### config.mk
export PLATFORM = sky130hd
export DESIGN_NAME = ldtu_mode_ctrl_flat
export DESIGN_NICKNAME = d
export VERILOG_FILES = /design/src/rtl/ldtu_mode_ctrl_if.sv /design/src/rtl/ldtu_mode_ctrl.sv /design/src/flat_wrapper.sv
export SDC_FILE = /design/constraint.sdc
export NUM_CORES = 1
export LEC_CHECK = 0
export ABC_CLOCK_PERIOD_IN_PS = 2290
export CAP_MARGIN = 20
export CORE_MARGIN = 4
export CORE_UTILIZATION = 52
export CTS_BUF_LIST = sky130_fd_sc_hd__clkbuf_4
export DETAILED_ROUTE_END_ITERATION = 8
export PLACE_DENSITY = 0.77
export SYNTH_ARGS = -nofsm -noshare
export SYNTH_HDL_FRONTEND = slang
export SYNTH_SLANG_ARGS = --single-unit
export TNS_END_PERCENT = 50
### constraint.sdc
create_clock -name clk -period 2.29 [get_ports clk]
set_input_delay 0.458 -clock clk [delete_from_list [all_inputs] [get_ports clk]]
set_output_delay 0.458 -clock clk [all_outputs]
set_load 0.02 [all_outputs]
### src/rtl/ldtu_mode_ctrl_if.sv
// Command handshake between the slow/fast control interface and the
// LiTE-DTU mode sequencer.
//   cmd_valid : command present, held by the source until accepted
//   cmd       : 4-bit command code
//   cmd_ready : sequencer can accept (IDLE only)
// master = command source, slave = sequencer.
interface ldtu_mode_ctrl_if;
  logic       cmd_valid;
  logic [3:0] cmd;
  logic       cmd_ready;

  modport master (output cmd_valid, output cmd, input cmd_ready);
  modport slave  (input cmd_valid, input cmd, output cmd_ready);
endinterface

### src/rtl/ldtu_mode_ctrl.sv
// Fast-command sequencer for the LiTE-DTU 160 MHz datapath.
// Decodes 4-bit commands and drives the DTU mode lines. All outputs are
// registered; an accept at edge k takes effect after edge k.
// Ports:
//   clk         160 MHz clock
//   rst_n       asynchronous reset, active low
//   cmd_if      command handshake (cmd_valid, cmd, cmd_ready)
//   orbit       orbit marker, 1-cycle pulse
//   dtu_rst     datapath reset request, RST_LEN cycles
//   calib_busy  orbit-aligned calibration window, CAL_LEN cycles
//   test_enable ATU test-pattern select (level)
//   fallback    encoder fallback select (level)
//   handshake   sync window to control unit, SYNC_LEN cycles
//   cmd_err     1-cycle pulse: illegal code or CALIB orbit timeout
//
// state    | meaning
// ---------+-------------------------------------------------
// IDLE     | ready for a command, level commands applied here
// RESET    | dtu_rst asserted, counting down RST_LEN
// WAIT_ORB | CALIB accepted, counting up until orbit or timeout
// CALIB    | calib_busy asserted, counting down CAL_LEN
// SYNC     | handshake asserted, counting down SYNC_LEN
module ldtu_mode_ctrl #(
  parameter int CNT_W    = 8,
  parameter int RST_LEN  = 4,
  parameter int CAL_LEN  = 16,
  parameter int SYNC_LEN = 32,
  parameter int ORB_TMO  = 255
) (
  input  logic                 clk,
  input  logic                 rst_n,
  ldtu_mode_ctrl_if.slave      cmd_if,
  input  logic                 orbit,
  output logic                 dtu_rst,
  output logic                 calib_busy,
  output logic                 test_enable,
  output logic                 fallback,
  output logic                 handshake,
  output logic                 cmd_err
);

  localparam logic [3:0] C_NOP      = 4'h0;
  localparam logic [3:0] C_DTU_RST  = 4'h1;
  localparam logic [3:0] C_CALIB    = 4'h2;
  localparam logic [3:0] C_TEST_ON  = 4'h3;
  localparam logic [3:0] C_TEST_OFF = 4'h4;
  localparam logic [3:0] C_FB_ON    = 4'h5;
  localparam logic [3:0] C_FB_OFF   = 4'h6;
  localparam logic [3:0] C_SYNC     = 4'h7;

  typedef enum logic [2:0] {
    S_IDLE,
    S_RESET,
    S_WAIT_ORB,
    S_CALIB,
    S_SYNC
  } state_t;

  state_t           state;
  logic [CNT_W-1:0] cnt;
  logic             cmd_ready_q;

  assign cmd_if.cmd_ready = cmd_ready_q;

  always_ff @(posedge clk or negedge rst_n) begin
    if (!rst_n) begin
      state       <= S_IDLE;
      cnt         <= '0;
      cmd_ready_q <= 1'b1;
      dtu_rst     <= 1'b0;
      calib_busy  <= 1'b0;
      test_enable <= 1'b0;
      fallback    <= 1'b0;
      handshake   <= 1'b0;
      cmd_err     <= 1'b0;
    end else begin
      cmd_err <= 1'b0;
      case (state)
        S_IDLE: begin
          if (cmd_if.cmd_valid) begin
            case (cmd_if.cmd)
              C_NOP: ;
              C_DTU_RST: begin
                // Top-level reset is gated by TEST/CAL, so clear them here.
                state       <= S_RESET;
                cnt         <= CNT_W'(RST_LEN - 1);
                cmd_ready_q <= 1'b0;
                dtu_rst     <= 1'b1;
                test_enable <= 1'b0;
                fallback    <= 1'b0;
                calib_busy  <= 1'b0;
              end
              C_CALIB: begin
                state       <= S_WAIT_ORB;
                cnt         <= '0;
                cmd_ready_q <= 1'b0;
              end
              C_TEST_ON:  test_enable <= 1'b1;
              C_TEST_OFF: test_enable <= 1'b0;
              C_FB_ON:    fallback    <= 1'b1;
              C_FB_OFF:   fallback    <= 1'b0;
              C_SYNC: begin
                state       <= S_SYNC;
                cnt         <= CNT_W'(SYNC_LEN - 1);
                cmd_ready_q <= 1'b0;
                handshake   <= 1'b1;
              end
              default: cmd_err <= 1'b1;
            endcase
          end
        end
        S_RESET: begin
          if (cnt == '0) begin
            state       <= S_IDLE;
            cmd_ready_q <= 1'b1;
            dtu_rst     <= 1'b0;
          end else begin
            cnt <= cnt - CNT_W'(1);
          end
        end
        S_WAIT_ORB: begin
          // Orbit wins over timeout on the last waiting cycle.
          if (orbit) begin
            state       <= S_CALIB;
            cnt         <= CNT_W'(CAL_LEN - 1);
            calib_busy  <= 1'b1;
            test_enable <= 1'b0;
          end else if (cnt == CNT_W'(ORB_TMO - 1)) begin
            state       <= S_IDLE;
            cnt         <= '0;
            cmd_ready_q <= 1'b1;
            cmd_err     <= 1'b1;
          end else begin
            cnt <= cnt + CNT_W'(1);
          end
        end
        S_CALIB: begin
          if (cnt == '0) begin
            state       <= S_IDLE;
            cmd_ready_q <= 1'b1;
            calib_busy  <= 1'b0;
          end else begin
            cnt <= cnt - CNT_W'(1);
          end
        end
        S_SYNC: begin
          if (cnt == '0) begin
            state       <= S_IDLE;
            cmd_ready_q <= 1'b1;
            handshake   <= 1'b0;
          end else begin
            cnt <= cnt - CNT_W'(1);
          end
        end
        default: begin
          state       <= S_IDLE;
          cnt         <= '0;
          cmd_ready_q <= 1'b1;
          dtu_rst     <= 1'b0;
          calib_busy  <= 1'b0;
          handshake   <= 1'b0;
        end
      endcase
    end
  end

endmodule

### src/flat_wrapper.sv
// flat-port wrapper written by rule: the top's interface ports become plain ports
module ldtu_mode_ctrl_flat 
#(
  parameter int CNT_W    = 8,
  parameter int RST_LEN  = 4,
  parameter int CAL_LEN  = 16,
  parameter int SYNC_LEN = 32,
  parameter int ORB_TMO  = 255
)
  (clk, rst_n, orbit, dtu_rst, calib_busy, test_enable, fallback, handshake, cmd_err, cmd_if_cmd_valid, cmd_if_cmd, cmd_if_cmd_ready);
  ldtu_mode_ctrl_if cmd_if_i ();
  input  logic clk;
  input  logic rst_n;
  input  logic orbit;
  output logic dtu_rst;
  output logic calib_busy;
  output logic test_enable;
  output logic fallback;
  output logic handshake;
  output logic cmd_err;
  input wire logic [$bits(cmd_if_i.cmd_valid)-1:0] cmd_if_cmd_valid;
  input wire logic [$bits(cmd_if_i.cmd)-1:0] cmd_if_cmd;
  output wire logic [$bits(cmd_if_i.cmd_ready)-1:0] cmd_if_cmd_ready;
  assign cmd_if_i.cmd_valid = cmd_if_cmd_valid;
  assign cmd_if_i.cmd = cmd_if_cmd;
  assign cmd_if_cmd_ready = cmd_if_i.cmd_ready;
  ldtu_mode_ctrl #(.CNT_W(CNT_W), .RST_LEN(RST_LEN), .CAL_LEN(CAL_LEN), .SYNC_LEN(SYNC_LEN), .ORB_TMO(ORB_TMO)) u_core (.clk(clk), .rst_n(rst_n), .cmd_if(cmd_if_i), .orbit(orbit), .dtu_rst(dtu_rst), .calib_busy(calib_busy), .test_enable(test_enable), .fallback(fallback), .handshake(handshake), .cmd_err(cmd_err));
endmodule
After elaboration in Yosys (flattened, before gate mapping)
Cells that the tools add are included.
{"block": "op_classes", "addsub": 2, "eq_ne": 27, "muxes": 39, "bitwise_logic": 3, "reduce_logical": 21}
{"operator": "$pmux 8 s3", "count": 2}
{"operator": "$mux 8", "count": 4}
{"operator": "$mux 1", "count": 19}
{"operator": "$pmux 3 s3", "count": 2}
{"operator": "$eq 4x3->1 const B", "count": 4}
{"operator": "$reduce_and 4->1", "count": 4}
{"operator": "$ne 2x2->1 const B", "count": 7}
{"operator": "$mux 3", "count": 4}
{"operator": "$reduce_or 3->1", "count": 4}
{"operator": "$ne 2x1->1 const B", "count": 5}
{"operator": "$reduce_and 5->1", "count": 2}
{"operator": "$pmux 1 s3", "count": 3}
{"operator": "$add 8x1->8 const B", "count": 1}
{"operator": "$eq 4x2->1 const B", "count": 2}
{"operator": "$eq 8x8->1 const B", "count": 1}
{"operator": "$logic_not 8->1", "count": 1}
{"operator": "$pmux 1 s2", "count": 4}
{"operator": "$reduce_or 8->1", "count": 1}
{"operator": "$sub 8x1->8 const B", "count": 1}
{"operator": "$eq 3x2->1 const B", "count": 2}
{"operator": "$reduce_and 3->1", "count": 2}
{"operator": "$reduce_or 2->1", "count": 3}
{"operator": "$eq 4x1->1 const B", "count": 1}
{"operator": "$logic_not 4->1", "count": 1}
{"operator": "other kinds (9)", "count": 12}
{"block": "word_totals", "reg_bits": 18, "input_bits": 8, "output_inout_bits": 7, "elab_cells": 101}

Logic depth before layout (Yosys ltp)
{"block": "depth", "depth_word": 5, "depth_mapped": 8, "depth_no_buf": 7}

Worst setup path after synthesis
No wires, ideal clock.
{"block": "synth_timing", "path_type": "register to register", "startpoint": "reg u_core.cnt[0]", "endpoint": "reg u_core.state[0]", "t_arrival_ps": 2271, "setup_slack_ps": -109, "stages_incl_launch_ff": 9, "path_buffers": 1, "synth_period_minus_slack_ps": 2399, "path_cell_list": "dfrtp_1 > inv_1 > ha_1 > or4b_1 > or4_1 > buf_2 > and2_4 > nor3_4 > mux2_1"}
{"block": "synth_between", "elab_chain_len": 3, "elab_cells_between_ends": 5}
{"element": "start: declaration", "line_no": "ldtu_mode_ctrl.sv:60", "rtl": "logic [CNT_W-1:0] cnt;"}
{"element": "start signal: assignment", "line_no": "ldtu_mode_ctrl.sv:86", "rtl": "cnt <= CNT_W'(RST_LEN - 1);"}
{"element": "start signal: assignment", "line_no": "ldtu_mode_ctrl.sv:104", "rtl": "cnt <= CNT_W'(SYNC_LEN - 1);"}
{"element": "start signal: assignment", "line_no": "ldtu_mode_ctrl.sv:118", "rtl": "cnt <= cnt - CNT_W'(1);"}
{"element": "$eq 8x8->1 or $logic_not 8->1 (tied branches)"}
{"element": "$ne 3x2->1 (no line) or $ne 2x1->1 (tied branches)"}
{"element": "$reduce_and 4->1 (no line) *"}
{"element": "end signal: assignment", "line_no": "ldtu_mode_ctrl.sv:124", "rtl": "state <= S_CALIB;"}
{"element": "end signal: assignment", "line_no": "ldtu_mode_ctrl.sv:129", "rtl": "state <= S_IDLE;"}
{"element": "end signal: assignment", "line_no": "ldtu_mode_ctrl.sv:139", "rtl": "state <= S_IDLE;"}
{"element": "end: declaration", "line_no": "ldtu_mode_ctrl.sv:59", "rtl": "state_t state;"}
Every way passes the cells marked *; elsewhere a longest branch is shown, timed or not.
A chain may end at the register's enable or synchronous reset.

Worst setup path after layout
{"block": "layout_timing", "startpoint": "reg u_core.cnt[1]", "endpoint": "reg u_core.state[0]"}
Same word-level chain as after synthesis.

==> flow_metrics.env <==
export IMPL_wl_per_cell_um=16.38
export IMPL_dieWidth_um=59.54
export IMPL_area_growth_pct=25.91
export IMPL_violations="setup timing"
export IMPL_hp_class="primary input to async pin"
export IMPL_core_area_um2=2500
export IMPL_synth_edf_count=0
export IMPL_ff2ff_path_depth=7
export IMPL_finClkSkew_ns=0.004500
export IMPL_drv_slew=0
export IMPL_power_w=0.002246
export IMPL_vias=1446
export IMPL_regArea_um2=451.7
export IMPL_final_core_util=0.6957
export IMPL_critical_path_cell_chain="inv_2 > ha_4 > or4b_4 > or4_4 > and2_4 > nor3_4 > mux2_4"
export IMPL_synth_top_area_cell="dfrtp_1"
export IMPL_worst_r2r_endpoint="u_core.state[0]"
export IMPL_die_area_um2=3545
export IMPL_grt_first_pass_wirelength_mm=6.065
export IMPL_htreeDepth=1
export IMPL_clkLatencyLatePin_ns=0.30
export IMPL_rsz0062_at_grt="true"
export IMPL_dp_hpwl_mm=2.815
export IMPL_period_minus_slack_ns=2.297
export IMPL_ir_drop_mv=0.7884
export IMPL_gp_congestion=0.9410
export IMPL_drt_iter0_drc=67
export IMPL_synthTopCellsByArea="dfrtp_1 (31%), o21ai_0 (5.4%), nor2_1 (5.2%)"
export IMPL_outcome="finished with violations"
export IMPL_hold_viol_final=0
export IMPL_grt_max_degree=19
export IMPL_grt_pass1_vias=1258
export IMPL_r2r_slack_ns=-0.007
export IMPL_syn_area_um2=1381
export IMPL_nets=213
export IMPL_yosysTopAreaCellShare=0.3080
export IMPL_placement_rows=18
export IMPL_wl_mm=3.768
export IMPL_ant_nets=0
export IMPL_max_slew_margin_rel=0.6374
export IMPL_first_pass_iters=5
export IMPL_placedInstanceArea_um2=1670
export IMPL_tightest_slew_ns=0.5383
export IMPL_num_fill_cells=181
export IMPL_timing_setup_tns_ns=-0.007147
export IMPL_synth_async_reset_ratio=1.000
export IMPL_netlist_instances=170
export IMPL_design_area_um2=1739
export IMPL_cts_tree="yes"
export IMPL_cts_buffers=3
export IMPL_synthDistinctLibCells=52
export IMPL_track_usage=0.2228
export IMPL_start_util=0.5526
export IMPL_critical_path_max_stage_delay_ns=0.45
export IMPL_worstSetupEndpointType="flip-flop"
export IMPL_insertedDiodeCount=0
export IMPL_multi_input_area_um2=895.9
export IMPL_overflow=0
export IMPL_cts_hold_buffers=0
export IMPL_drc=0
export IMPL_setup_ws_ns=-0.007147
export IMPL_avgSynthCellArea_um2=8.125
export IMPL_path_buf_inv=1
export IMPL_ctsRootBufferMaster="clkbuf_4"
export IMPL_antenna_found_initial=0
export IMPL_critPathArrivalTime_ns=2.49
export IMPL_fin_hold_ws_ns=0.4705
export IMPL_timing_rr_start="u_core.cnt[1]"
export IMPL_drive_gt1_frac=0.2050
export IMPL_ys_flop_type="dfrtp_1"
export IMPL_critPathKind="flip-flop to flip-flop"
export IMPL_avgViaCountPerCell=6.287
export IMPL_critPathTopFamily="simple AND/OR/NAND/NOR gates"
export IMPL_cp_slowest_cell="or4b_4"
export IMPL_yosysWarnings=0
export IMPL_path_clk_slew_ns=0.11
export IMPL_io_pins=15
export IMPL_maxCapViolCount=0
export IMPL_cts_path_max_buffers=2
export IMPL_cp_start_kind="flip-flop"
export IMPL_cp_required_ns=2.48
export IMPL_power_leakage_nw=0.7394
export IMPL_syn_nets=182
export IMPL_die_h_um=59.54
export IMPL_io_buffers=14
export IMPL_cts_sinks=18
export IMPL_finalSetupViolations=1
export IMPL_post_route_period_util=1.003
export IMPL_ys_seq_elements=18
export IMPL_worstPathMaxFanout=3
export IMPL_power_density_nw_per_um2=1291
export IMPL_seq_area_frac_synth=0.3270
export IMPL_fmax_mhz=435.3
-- metrics by stage --
step / cells / worst slack [ns]
6_report: 230 / -0.007147
2_1_floorplan: 170 / -0.08150
4_1_cts: 231 / -0.06091
3_5_place_dp: 225 / -0.1003
3_3_place_gp: 225 / 0.004404
5_1_grt: 230 / -0.07312
-- worst max path at each step --
stage | start | end | slack [ns] | cells past startpoint
after floorplan | u_core.cnt[0] | u_core.state[0] | -0.08 | 8
after global placement | cmd_if_cmd[0] | u_core.cnt[1] | 0.004 | 6
after detailed placement | cmd_if_cmd[0] | u_core.cnt[1] | -0.10 | 6
after CTS | u_core.cnt[1] | u_core.state[0] | -0.06 | 7
after global routing | u_core.cnt[0] | u_core.state[0] | -0.07 | 7
final | u_core.cnt[1] | u_core.state[0] | -0.007 | 7
-- logic make-up after synthesis --
group           synth area share
simple gates              0.2591
buf+inv                  0.04710
fa+ha+maj                0.03623
xor+xnor                 0.03804
flops                     0.3270
compound gates            0.2609
mux                      0.03170
-- report_power, final --
| group | internal, W | switching [W] |
|---|---|---|
| clock | 0.0000798 | 0.000107 |
| sequential | 0.000435 | 0.000132 |
| combinational | 0.000696 | 0.000796 |
-- worst reg2reg max path, delay by kind of cell, from the launching register on --
family                     cells  cell delay, ns
and+or+nand+nor                4            1.26
DFF                            1            0.41
muxes                          1            0.33
adders and majority gates      1            0.11
buffers and inverters          1            0.08
-- synthesized netlist by cell type, types with 2 or more instances --
cell and n:
o41ai_1 2, nor3_1 8, nor2b_1 3, nand2b_1 3
xor2_1 2, o21bai_1 2, dfrtp_1 17, nor2_1 19
mux2_1 2, clkbuf_1 8, a31oi_1 3, and3_1 2
o21ai_0 15, a32o_1 2, ha_1 4, nand4_1 2
o2bb2ai_1 3, xnor2_1 4, inv_1 5, nor3b_1 2
o31ai_1 3, nand2_1 17, nand3_1 5, a21oi_1 9
-- area by class of cell --
| type | instances | area share |
|---|---|---|
| inverter | 5 | 0.01079 |
| sequential | 18 | 0.2597 |
| multi-input combinational | 137 | 0.5151 |
| tap | 30 | 0.02158 |
| timing repair buffer | 36 | 0.1755 |
| clock buffer | 4 | 0.01727 |
-- registers in the layout, summed over array words and instances, names as in the netlist --
name / count
u_core.state: 3
u_core.calib_busy: 1
u_core.cmd_if.cmd_ready: 1
u_core.dtu_rst: 1
u_core.cmd_err: 1
u_core.cnt: 8
u_core.handshake: 1
u_core.fallback: 1
u_core.test_enable: 1
-- routing by layer --
layer  global-route usage  share of wire  up-vias  routed length [um]
met1               0.3405           0.45      676                1678
met5                    0              0        -                   0
met2               0.3354           0.47       72                1759
li1                     -              -      693                   -
met4              0.05380         0.0077        0                  29
met3              0.02179          0.080        5                 301
-- layout by cell type (no fill, tap or decap), drive strengths merged, types with 3 or more instances in the layout --
cell type	netlist	final
nor2b	3	3
clkdlybuf4s50	0	14
clkbuf	8	4
o31ai	3	3
inv	5	5
xnor2	4	4
buf	2	22
ha	4	4
a31oi	3	3
nand2b	3	3
a21oi	10	10
mux2	3	3
nor3	9	9
o2bb2ai	3	3
o21ai	16	16
nand3	5	5
dfrtp	17	17
nand2	17	17
nor2	19	19
-- timing repair --
action                     in CTS  in global routing
resized for setup               5                  4
setup endpoints to repair       2                  8
cloned                          0                  0
buffers inserted                2                  0
pin swaps                       2                  2
Power figures use the tool's default switching activity.
==> variant, RTL diff (same settings) <==
Make the reset (`rst_n`) synchronous in one clocked block. Comments in the files are not updated.
--- a/src/rtl/ldtu_mode_ctrl.sv
+++ b/src/rtl/ldtu_mode_ctrl.sv
@@ -62,7 +62,7 @@
 
   assign cmd_if.cmd_ready = cmd_ready_q;
 
-  always_ff @(posedge clk or negedge rst_n) begin
+  always_ff @(posedge clk) begin
     if (!rst_n) begin
       state       <= S_IDLE;
       cnt         <= '0;
Check against the original RTL: differs if rst_n is asserted again (counterexample within 4 cycles, from zero or initial values and one cycle with rst_n low); with rst_n held inactive, the same outputs for 10 cycles.
==> variant against the original RTL <==
  * Die area is 5.6% higher
  * Sequential power decreased by 11%
  * Area after synthesis is 6.4% higher
  * Non-clock buffer count down 12
  * Power is 25% lower
  * Setup slack gained 0.24 ns
  * Design area down 2.5%
  * Routed wire length is 4.8% higher
  * Sequential cell count is the same
==> variant: results (changes against the original RTL) <==
- The gate count of the mapped netlist is 186 (+9.4%).
- The fraction of synthesis flops using an asynchronous set or reset pin was 0% (-100 points).
- The peak supply drop is 0.766 mV (-2.8%).
- The count of cell types in the netlist is 63 (+21%).
- The critical-path maximum fanout came to 8 (+5).
- The portion of the post-synthesis area used by sequential elements is 24.5% (-8.2 points).
- The DRC violation total after the first TritonRoute iteration is 99 (+48%).
- The met3 layer wire length in the routed design is 321 µm (+6.6%).
- The flow ran to the end, and the final reports show no timing, DRC or antenna violations.
- The number of DRC violations after detailed routing is 0 (unchanged).
- The data arrival time of the critical path is 2.26 ns (-0.23 ns).
- The total met2 wirelength after detailed routing is 1.82 mm (+3.5%).
- The detailed-route via count came to 1571 (+8.6%).
- The weighted congestion at the end of routability-driven global placement is 0.932 (-0.97%).
- The leakage power figure is 0.646 nW (-13%).
- The number of I/O port buffers is 14 (unchanged).
- The total global-route track usage was 23.1% (+0.85 points).
- The number of cells upsized or downsized after cts is 0 (-5).
- The clock root buffer master is sky130_fd_sc_hd__clkbuf_4.
- The kind of path behind the tightest hold check is flop to flop.
- The clock network latency to the later pin of the worst-skew pair is roughly 0.31 ns.
- The slew of the pin with the lowest slew margin is 0.636 ns (+0.0979 ns).
- The wire length of the first global-routing pass came to 6.62 mm (+9.1%).
- The post-CTS setup-driven buffer insertion count is 0 (-2).
- The launch instance of the worst register-to-register path is u_core.cnt[0].
- The register-to-register setup slack is 0.23 ns (+0.24 ns).
- The average wire per cell in the routed design was 16.9 µm (+3.0%).
- The number of nets in the layout is 217 (+1.9%).
- The wire length the detailed router placed on met1 is 1.73 mm (+3.0%).
- The via count of the first global-routing pass came to 1452 (+15%).
- The predominant post-synthesis flop cell is sky130_fd_sc_hd__dfxtp_1.
- In this run the critical register-to-register path is captured at u_core.cnt[6].
- The placed wire-length estimate after detailed placement came to 2.99 mm (+6.2%).
- The fraction of layout instances using a drive strength above 1 came to 15.3% (-5.2 points).
- The maximum buffer depth of the clock tree is 2 (unchanged).
- The post-route clock skew came to 0.0152 ns (+0.0107 ns).
- The length of the first detailed-routing pass in iterations is 4 (-1).
- The synthesized netlist net count is 198 (+8.8%).
- The pin count of the biggest net entering global routing is 15 (-4).
- The post-place instance area is 1670 µm² (+0.15%).
- By area the synthesized netlist is led by sky130_fd_sc_hd__dfxtp_1 25%, sky130_fd_sc_hd__nand2_1 4.9%, sky130_fd_sc_hd__ha_1 3.4%, sky130_fd_sc_hd__nor2_1 3.3%, sky130_fd_sc_hd__a21oi_1 3.1%.
- The number of standard cells in the final layout excluding fillers is 234 (+1.7%).
- By count the netlist is led by 19 x sky130_fd_sc_hd__nand2_1, 18 x sky130_fd_sc_hd__dfxtp_1, 13 x sky130_fd_sc_hd__nor2_1.
- The worst hold slack after final layout is 0.502 ns (+0.0311 ns).
## variant: area by class of cell
class,instances,area [µm²]
Tap cell,31,38.8
Inverter,9,33.8
Sequential cell,18,360
Clock buffer,3,22.5
Timing Repair Buffer,24,215
Fill cell,237,1040
Multi-Input combinational cell,149,1020
## variant: metal layers
metal,vias to the layer above,global-route usage (%)
met5,-,0
met4,0,8.98
met3,10,2.94
met1,723,31.9
li1,754,-
met2,84,36.6
## variant: cells by family after synthesis
family	share of synthesized area, %
buffers and inverters	5.79
multiplexers	2.81
AND/OR/NAND/NOR	32.3
XOR/XNOR	1.79
adder cells (fa/ha/maj)	3.40
flip-flops	24.5
AO/OA/AOI/OAI	29.4
## variant: where the power goes
| group | internal, mW | switching [mW] |
|---|---|---|
| sequential | 0.381 | 0.121 |
| combinational | 0.433 | 0.584 |
| clock | 0.0615 | 0.105 |
| total | 0.875 | 0.810 |
## variant: worst max-delay path by stage
| stage | startpoint | to | slack, ns | depth (start not counted) |
|---|---|---|---|---|
| 3_5_place_dp | cmd_if_cmd_valid | u_core.cnt[4] | -0.04 | 6 |
| 2_1_floorplan | cmd_if_cmd[0] | u_core.cnt[7] | 0.57 | 5 |
| 3_3_place_gp | cmd_if_cmd[2] | u_core.cnt[4] | 0.06 | 6 |
| 5_1_grt | u_core.cnt[3] | u_core.cnt[6] | 0.11 | 5 |
| 6_report | u_core.cnt[0] | u_core.cnt[6] | 0.23 | 7 |
| 4_1_cts | u_core.cnt[0] | u_core.cnt[6] | 0.28 | 7 |
## variant: critical path: stages, from the launching register on
cell                        delay, ns
sky130_fd_sc_hd__dfxtp_1         0.41
sky130_fd_sc_hd__inv_1           0.16
sky130_fd_sc_hd__ha_1            0.24
sky130_fd_sc_hd__nor4b_2         0.45
sky130_fd_sc_hd__o2bb2ai_1       0.20
sky130_fd_sc_hd__nand2_1         0.09
sky130_fd_sc_hd__a311oi_1        0.31
sky130_fd_sc_hd__o21ai_0         0.10
## variant: stage by stage
stage | setup slack (ns) | setup TNS (ns)
after global routing | 0.106 | 0
after global placement | 0.0593 | 0
after floorplan | 0.574 | 0
after detailed placement | -0.0390 | -0.0586
after CTS | 0.276 | 0
final | 0.233 | 0
